<file path="src/rtl/waveform_sequencer.sv">
// Playback sequencer for one waveform channel: latches the run configuration,
// enables the waveform clock and steps the sample address on each tick.
module waveform_sequencer #(
  parameter int ADDR_WIDTH  = 10,
  parameter int PSC_WIDTH   = 16,
  parameter int BURST_WIDTH = 8
) (
  input  logic                   sys_clk_i,
  input  logic                   sys_rst_i,
  input  logic                   start_i,
  input  logic                   stop_i,
  input  logic                   mode_i,
  input  logic [PSC_WIDTH-1:0]   psc_i,
  input  logic [ADDR_WIDTH-1:0]  len_i,
  input  logic [BURST_WIDTH-1:0] burst_i,
  input  logic                   wc_clk_p_i,
  output logic                   wc_en_o,
  output logic [PSC_WIDTH-1:0]   wc_psc_o,
  output logic [ADDR_WIDTH-1:0]  addr_o,
  output logic                   addr_vld_o,
  output logic                   busy_o,
  output logic                   done_o,
  output logic                   err_o
);

  localparam logic [1:0] S_IDLE = 2'd0;
  localparam logic [1:0] S_ARM  = 2'd1;
  localparam logic [1:0] S_RUN  = 2'd2;

  localparam logic [ADDR_WIDTH-1:0]  ADDR_ONE  = 1;
  localparam logic [BURST_WIDTH-1:0] BURST_ONE = 1;

  logic [1:0]             state_q, state_d;
  logic                   mode_q, mode_d;
  logic [PSC_WIDTH-1:0]   psc_q, psc_d;
  logic [ADDR_WIDTH-1:0]  len_q, len_d;
  logic [BURST_WIDTH-1:0] burst_q, burst_d;
  logic [BURST_WIDTH-1:0] cnt_q, cnt_d;
  logic                   stop_q, stop_d;
  logic [ADDR_WIDTH-1:0]  addr_q, addr_d;
  logic                   vld_q, vld_d;
  logic                   en_q, en_d;
  logic                   busy_q, busy_d;
  logic                   done_q, done_d;
  logic                   err_q, err_d;

  logic                   cfg_ok;
  logic [ADDR_WIDTH-1:0]  last_addr;
  logic [BURST_WIDTH-1:0] cnt_inc;
  logic                   burst_end;

  assign cfg_ok    = (psc_i != '0) && (len_i != '0) && (!mode_i || (burst_i != '0));
  assign last_addr = len_q - ADDR_ONE;
  assign cnt_inc   = cnt_q + BURST_ONE;
  assign burst_end = mode_q && (cnt_inc == burst_q);

  always_comb begin
    state_d = state_q;
    mode_d  = mode_q;
    psc_d   = psc_q;
    len_d   = len_q;
    burst_d = burst_q;
    cnt_d   = cnt_q;
    stop_d  = stop_q;
    addr_d  = addr_q;
    en_d    = en_q;
    busy_d  = busy_q;
    vld_d   = 1'b0;
    done_d  = 1'b0;
    err_d   = 1'b0;
    case (state_q)
      S_IDLE: begin
        if (start_i) begin
          if (cfg_ok) begin
            mode_d  = mode_i;
            psc_d   = psc_i;
            len_d   = len_i;
            burst_d = burst_i;
            cnt_d   = '0;
            stop_d  = 1'b0;
            addr_d  = '0;
            vld_d   = 1'b1;
            en_d    = 1'b1;
            busy_d  = 1'b1;
            state_d = S_ARM;
          end else begin
            err_d = 1'b1;
          end
        end
      end
      S_ARM: begin
        if (stop_i) stop_d = 1'b1;
        state_d = S_RUN;
      end
      S_RUN: begin
        if (stop_i) stop_d = 1'b1;
        // The tick is only looked at here; it may float while the clock is disabled.
        if (wc_clk_p_i) begin
          if (addr_q < last_addr) begin
            addr_d = addr_q + ADDR_ONE;
            vld_d  = 1'b1;
          end else if (stop_q || stop_i || burst_end) begin
            state_d = S_IDLE;
            en_d    = 1'b0;
            busy_d  = 1'b0;
            done_d  = 1'b1;
            addr_d  = '0;
          end else begin
            addr_d = '0;
            vld_d  = 1'b1;
            if (mode_q) cnt_d = cnt_inc;
          end
        end
      end
      default: state_d = S_IDLE;
    endcase
  end

  always_ff @(posedge sys_clk_i or negedge sys_rst_i) begin
    if (!sys_rst_i) begin
      state_q <= S_IDLE;
      mode_q  <= 1'b0;
      psc_q   <= '0;
      len_q   <= '0;
      burst_q <= '0;
      cnt_q   <= '0;
      stop_q  <= 1'b0;
      addr_q  <= '0;
      vld_q   <= 1'b0;
      en_q    <= 1'b0;
      busy_q  <= 1'b0;
      done_q  <= 1'b0;
      err_q   <= 1'b0;
    end else begin
      state_q <= state_d;
      mode_q  <= mode_d;
      psc_q   <= psc_d;
      len_q   <= len_d;
      burst_q <= burst_d;
      cnt_q   <= cnt_d;
      stop_q  <= stop_d;
      addr_q  <= addr_d;
      vld_q   <= vld_d;
      en_q    <= en_d;
      busy_q  <= busy_d;
      done_q  <= done_d;
      err_q   <= err_d;
    end
  end

  assign wc_en_o    = en_q;
  assign wc_psc_o   = psc_q;
  assign addr_o     = addr_q;
  assign addr_vld_o = vld_q;
  assign busy_o     = busy_q;
  assign done_o     = done_q;
  assign err_o      = err_q;

endmodule

</file>
<file path="config.mk">
export PLATFORM = sky130hd
export DESIGN_NAME = waveform_sequencer
export DESIGN_NICKNAME = d
export VERILOG_FILES = /design/src/rtl/waveform_sequencer.sv
export SDC_FILE = /design/constraint.sdc
export NUM_CORES = 1
export LEC_CHECK = 0
export ABC_AREA = 0
export CAP_MARGIN = 20
export CORE_ASPECT_RATIO = 0.8
export CORE_MARGIN = 2
export CORE_UTILIZATION = 48
export DETAILED_ROUTE_END_ITERATION = 7
export GPL_TIMING_DRIVEN = 1
export PLACE_DENSITY = 0.75
export SYNTH_ARGS = -nofsm -noshare
export SYNTH_HDL_FRONTEND = slang
export SYNTH_SLANG_ARGS = --single-unit
export TNS_END_PERCENT = 1
</file>
<file path="constraint.sdc">
create_clock -name sys_clk_i -period 3.6 [get_ports sys_clk_i]
set_clock_uncertainty 0.2 [all_clocks]
set_input_delay 0.36 -clock sys_clk_i [delete_from_list [all_inputs] [get_ports sys_clk_i]]
set_output_delay 0.36 -clock sys_clk_i [all_outputs]
set_load 0.02 [all_outputs]
</file>
==> qor.csv, run 1 <==
metric,value,unit
Post-synth EDFFs,0,
Worst-path clk slew,0.07,ns
top post-synthesis cells by area,"dfrtp_1 43%, mux2_2 6.1%, ha_1 5.3%, mux2_1 5.1%, nor4_1 2.5%",
maximum vdd drop,0.213,mV
worst path required time,3.62,ns
met3 usage,0.0818,
final slew viol count,0,
crit path from,len_q[2]$_DFFE_PN0P_,
final worst slack,0.164,ns
placed insts,476,
Synth area leader,dfrtp_1,
DRT Wirelength,8420,µm
vias in the first global route,2929,
yosys warns,0,
routed len/inst,17.1,µm
"Distinct cells, synth",65,
Synth Flop Type,dfrtp_1,
FP Rows,27,
Hold WC Path Type,flip-flop to flip-flop,
Fmax,291,MHz
global-route wire length before repair,14200,µm
die width,99.7,µm
synthesized instance count,327,
period utilization,0.955,
Die Y,80.6,µm
relative slew slack,0.558,
Starting Density,0.503,
share of the synthesized area in the top cell type,0.427,
initial DRC count,162,
Critical Path End,cnt_q[6]$_DFFE_PN0P_,
Worst Hold Depth,1,
PortBufs,70,
"Hold Vio Cnt, Final",0,
final setup TNS,0,ns
busiest grt layer,met2,
CTS tree,done,
first-pass detailed-route iteration total,4,
Pwr Density,363,mW/mm²
met2 usage,0.357,
Total GRT Usage,0.228,
syn_area_per_cell,10.8,µm²
post-route cell area,0.00456,mm²
synthesized net count,382,
"Slowest-stage cell, CP",dfrtp_2,
Core Region,0.00699,mm²
Worst setup SP type,flip-flop,
Netlist Area Pre-Place,0.00352,mm²
area added between synthesis and finish,29.7,%
Vias,2850,
drt via density,5.78,
ANT cells,0,
NumNets Final,457,
Worst Tran Pin Value,0.662,ns
status,completed,
post-route minimum period,3.44,ns
asr flop ratio synth,1.00,
grt met1 use,0.301,
"Data arrival, critical path",3.46,ns
kind of critical path,flip-flop to flip-flop,
"slowest stage delay, CP",0.45,ns
latest clock arrival within the worst-skew pair,0.35,ns
total die area,0.00803,mm²
clk root buf,clkbuf_8,
Finished Core Util,0.652,
RSZ-0062 raised after global routing,true,
R2R Setup Slk,0.16,ns
GR Overflow Total,0,
r2r worst-path depth,11,
sequential share of the synthesized area,0.427,
Top Ports,71,
Post-DP Area,0.00427,mm²
Leak,2.06,nW
R2R Path Start,len_q[2]$_DFFE_PN0P_,
Tot Pwr,1.66,mW
fin cells,493,
endpoints failing setup,0,
CP endpoint kind,flip-flop,
DRC Markers,0,
Place WS,-0.0161,ns
crit path max fanout,9,
H-tree levels,3,
share of layout cells above drive strength 1,0.160,
routability cong.,0.863,
Final HPWL DP,6160,µm
Post-DRT Antenna Nets,0,
Num Clock Sinks,60,
CTS buffer count,9,
worst-path cell chain,nor4_4 > nand2b_1 > or3_1 > xor2_1 > ha_1 > o211ai_1 > o21ai_1 > o211a_4 > nand3_2 > o311a_1 > a211o_1,
largest net degree at the start of global routing,33,
Seq cells post-synth,60,
reg-to-reg endpoint,cnt_q[6]$_DFFE_PN0P_,
clock buffer depth,2,
Hold WS,0.298,ns
initial antenna violation count,0,
max cap viols,0,
[critical path, delay by kind of cell, from the launching register on]
kind	cells	cell delay, ns
compound gates	5	1.28
simple gates	4	0.90
flops	1	0.45
fa+ha+maj	1	0.34
xor+xnor	1	0.16
[state kept, by name (all words and copies together), names as in the netlist]
| register | cells |
|---|---|
| addr_o | 10 |
| busy_o | 1 |
| len_q | 10 |
| state_q | 2 |
| wc_psc_o | 16 |
| cnt_q | 8 |
| addr_vld_o | 1 |
| burst_q | 8 |
| err_o | 1 |
| done_o | 1 |
| stop_q | 1 |
| mode_q | 1 |
[final cells by class]
class | count | area (µm²)
fill | 560 | 2430
multi-input combinational | 242 | 1940
sequential | 60 | 1500
timing repair buffer | 79 | 766
clock buffer | 10 | 128
tap | 87 | 109
clock inverter | 5 | 77.6
inverter | 10 | 37.5
[routing by layer]
| metal | vias to the layer above | share of wire |
|---|---|---|
| met2 | 93 | 0.45 |
| met5 | - | 0 |
| met4 | 0 | 0.0096 |
| met1 | 1377 | 0.47 |
| li1 | 1372 | - |
| met3 | 8 | 0.076 |
[cells in the final DEF, fill, tap and decap left out, drive strengths merged, types with 6 or more instances in the layout]
cell,instances
nor3,8
nor4,14
a21oi,9
clkdlybuf4s50,69
nor2,10
nand3,12
nor3b,6
and3,7
clkbuf,10
nand4,7
inv,10
mux2,36
buf,9
nand2,20
nand2b,7
xnor2,9
ha,15
dfrtp,60
xor2,6
o21ai,18
[timing repair]
| action | CTS | global route |
|---|---|---|
| endpoints found under the hold margin | 28 | 0 |
| buffers inserted | 0 | 1 |
| setup endpoints to repair | 2 | 19 |
| hold buffers | 1 | 0 |
| pin swaps | 0 | 5 |
| resized for setup | 3 | 8 |
[cells in the mapped netlist (all sizes together) (2+ instances only)]
library cell / count
nand3: 12
ha: 15
nor2b: 3
o22ai: 3
clkbuf: 2
and3: 7
nor4: 14
nor2: 10
nand2b: 7
o31ai: 2
nand4: 7
mux2: 36
inv: 10
or2: 3
mux2i: 2
a41oi: 2
nand3b: 3
o311ai: 2
or3: 2
a211o: 3
a211oi: 4
xor2: 6
xnor2: 9
nor3b: 6
nor4b: 4
a21oi: 9
dfrtp: 60
buf: 13
nor3: 8
a31oi: 4
nand2: 20
o21ai: 18
and2: 4
o211ai: 3
[power breakdown]
part	switching [mW]	total (mW)	internal [mW]
sequential	0.0474	0.750	0.703
combinational	0.120	0.249	0.129
clock	0.275	0.658	0.384
[kinds of logic (layout without fill, tap and decap cells)]
logic type | Yosys count | in the layout | share of synthesized area
compound gates | 62 | 62 | 0.133
xor+xnor | 15 | 15 | 0.0374
fa+ha+maj | 15 | 15 | 0.0534
buf+inv | 25 | 104 | 0.0395
flops | 60 | 60 | 0.427
mux | 38 | 38 | 0.122
simple gates | 112 | 112 | 0.188
[worst min-delay path by stage]
stage                        startpoint                  endpoint
2_1_floorplan                 sys_rst_i     addr_o[0]$_DFFE_PN0P_
3_3_place_gp                  sys_rst_i     addr_o[0]$_DFFE_PN0P_
3_5_place_dp                  sys_rst_i     addr_o[4]$_DFFE_PN0P_
4_1_cts         wc_psc_o[8]$_DFFE_PN0P_   wc_psc_o[8]$_DFFE_PN0P_
5_1_grt        wc_psc_o[12]$_DFFE_PN0P_  wc_psc_o[12]$_DFFE_PN0P_
6_report        wc_psc_o[8]$_DFFE_PN0P_   wc_psc_o[8]$_DFFE_PN0P_
No activity file was read; power rests on OpenSTA's default activity.
==> inputs of run 2 (changes only) <==
--- a/config.mk
+++ b/config.mk
@@ -9,10 +9,10 @@
 export CAP_MARGIN = 20
 export CORE_ASPECT_RATIO = 0.8
 export CORE_MARGIN = 2
-export CORE_UTILIZATION = 48
+export CORE_UTILIZATION = 52
 export DETAILED_ROUTE_END_ITERATION = 7
 export GPL_TIMING_DRIVEN = 1
-export PLACE_DENSITY = 0.75
+export PLACE_DENSITY = 0.81
 export SYNTH_ARGS = -nofsm -noshare
 export SYNTH_HDL_FRONTEND = slang
 export SYNTH_SLANG_ARGS = --single-unit
==> qor.csv, run 2 (synthesis gave the netlist of run 1 again) <==
metric,value,unit,change
status,completed,,unchanged
Vias,2946,,was 2850
Pwr Density,361,mW/mm²,was 363 mW/mm²
Top Ports,71,,unchanged
latest clock arrival within the worst-skew pair,0.35,ns,about the same
Leak,2.08,nW,was 2.06 nW
R2R Setup Slk,0.03,ns,was 0.16 ns
post-route minimum period,3.57,ns,was 3.44 ns
Core Region,0.00647,mm²,was 0.00699 mm²
final slew viol count,0,,unchanged
most frequent cells in the layout,"69 x clkdlybuf4s50_1, 58 x dfrtp_1, 19 x nand2_1, 19 x mux2_2, 16 x mux2_1",,"was 69 x clkdlybuf4s50_1, 59 x dfrtp_1, 19 x nand2_1, 19 x mux2_2, 16 x mux2_1"
endpoints failing setup,0,,unchanged
Finished Core Util,0.712,,was 0.652
NumNets Final,462,,was 457
Worst setup SP type,flip-flop,,unchanged
Hold WC Path Type,flip-flop to flip-flop,,unchanged
Place WS,-0.0900,ns,was -0.0161 ns
Worst-path clk slew,0.07,ns,about the same
DRC Markers,0,,unchanged
fin cells,495,,was 493
CP endpoint kind,flip-flop,,unchanged
FP Rows,26,,was 27
routed len/inst,16.9,µm,was 17.1 µm
first-pass detailed-route iteration total,5,,was 4
die width,96.0,µm,was 99.7 µm
final setup TNS,0,ns,unchanged
clock buffer depth,2,,unchanged
clk root buf,clkbuf_8,,unchanged
GR Overflow Total,0,,unchanged
crit path max fanout,5,,was 9
max reg flops,16,,unchanged
routed wl met3,810,µm,was 638 µm
PortBufs,70,,unchanged
Post-DRT Antenna Nets,0,,unchanged
initial antenna violation count,0,,unchanged
global-route wire length before repair,13600,µm,was 14200 µm
total die area,0.00744,mm²,was 0.00803 mm²
"Hold Vio Cnt, Final",0,,unchanged
met2 wire length,3760,µm,was 3770 µm
CTS buffer count,9,,unchanged
post-route cell area,0.00461,mm²,was 0.00456 mm²
Total GRT Usage,0.237,,was 0.228
worst path required time,3.63,ns,was 3.62 ns
Final HPWL DP,6020,µm,was 6160 µm
routability cong.,0.958,,was 0.863
max cap viols,0,,unchanged
H-tree levels,3,,unchanged
placed insts,475,,was 476
final worst slack,0.0330,ns,was 0.164 ns
area added between synthesis and finish,31.1,%,was 29.7%
vias in the first global route,2801,,was 2929
ANT cells,0,,unchanged
CTS tree,done,,unchanged
kind of critical path,flip-flop to flip-flop,,unchanged
drt via density,5.95,,was 5.78
met1 wire length,3660,µm,was 3940 µm
Worst Tran Pin Value,0.831,ns,was 0.662 ns
"Data arrival, critical path",3.60,ns,was 3.46 ns
Fmax,280,MHz,was 291 MHz
relative slew slack,0.446,,was 0.558
DRT Wirelength,8370,µm,was 8420 µm
maximum vdd drop,0.237,mV,was 0.213 mV
Die Y,77.6,µm,was 80.6 µm
"commonest non-fill, non-tap cell in the layout",clkdlybuf4s50_1,,unchanged
Starting Density,0.543,,was 0.503
initial DRC count,142,,was 162
RSZ-0062 raised after global routing,true,,unchanged
Num Clock Sinks,60,,unchanged
period utilization,0.991,,was 0.955
share of layout cells above drive strength 1,0.178,,was 0.160
Post-DP Area,0.00428,mm²,was 0.00427 mm²
largest net degree at the start of global routing,37,,was 33
top sig layer,met4,,unchanged
==> run 2: area by class of cell <==
class	instances	area, µm²
multi-input cells	242	1950
fillers	467	1860
flip-flops and latches	60	1500
repair buffers	84	807
clock buffers	10	128
well taps	84	105
clock inverters	5	77.6
inverters	10	37.5
==> run 2: what timing repair did <==
| action | in CTS | in global routing |
|---|---|---|
| pin swaps | 2 | 9 |
| hold buffers | 1 | 0 |
| resized for setup | 2 | 13 |
| endpoints found under the hold margin | 35 | 0 |
| buffers inserted | 2 | 2 |
| endpoints found under the setup margin | 8 | 21 |
==> run 2: worst paths after layout <==
check                                         start                       end  cells after the start
setup / recovery               len_q[3]$_DFFE_PN0P_    state_q[1]$_DFFE_PN0P_                     11
hold / removal             wc_psc_o[15]$_DFFE_PN0P_  wc_psc_o[15]$_DFFE_PN0P_                      1
setup reg to reg               len_q[3]$_DFFE_PN0P_    state_q[1]$_DFFE_PN0P_                     11
hold reg to reg            wc_psc_o[15]$_DFFE_PN0P_  wc_psc_o[15]$_DFFE_PN0P_                      1
max in group asynchronous                 sys_rst_i    burst_q[2]$_DFFE_PN0P_                      3
min in group asynchronous                 sys_rst_i      len_q[5]$_DFFE_PN0P_                      2
==> run 2: report_power, final <==
| group | switching, mW | leakage [nW] | internal [mW] |
|---|---|---|---|
| clock | 0.278 | 0.102 | 0.384 |
| sequential | 0.0511 | 0.788 | 0.702 |
| combinational | 0.120 | 1.19 | 0.131 |
==> run 2: metrics by stage <==
stage / hold slack (ns) / power [mW]
6_report: 0.292 / 1.67
3_5_place_dp: 0.281 / 1.01
4_1_cts: 0.297 / 1.67
3_3_place_gp: 0.274 / 1.00
2_1_floorplan: -0.136 / 0.860
5_1_grt: 0.308 / 1.73
==> run 2: worst max-delay path, cell delays in order, from the launching register on <==
cell and delay, ns:
dfrtp_2 0.44, nor4_4 0.30, nand2b_1 0.11, or3_4 0.35
xor2_1 0.15, ha_1 0.35, a2111oi_4 0.44, nand2_2 0.14
o211ai_4 0.27, nor4b_4 0.09, a211oi_4 0.28, mux2_4 0.32
==> run 2: per-layer routing <==
| layer | up-vias | global-route usage |
|---|---|---|
| li1 | 1383 | - |
| met1 | 1413 | 0.327 |
| met2 | 134 | 0.345 |
| met3 | 16 | 0.0874 |
| met4 | 0 | 0.0771 |
| met5 | - | 0 |
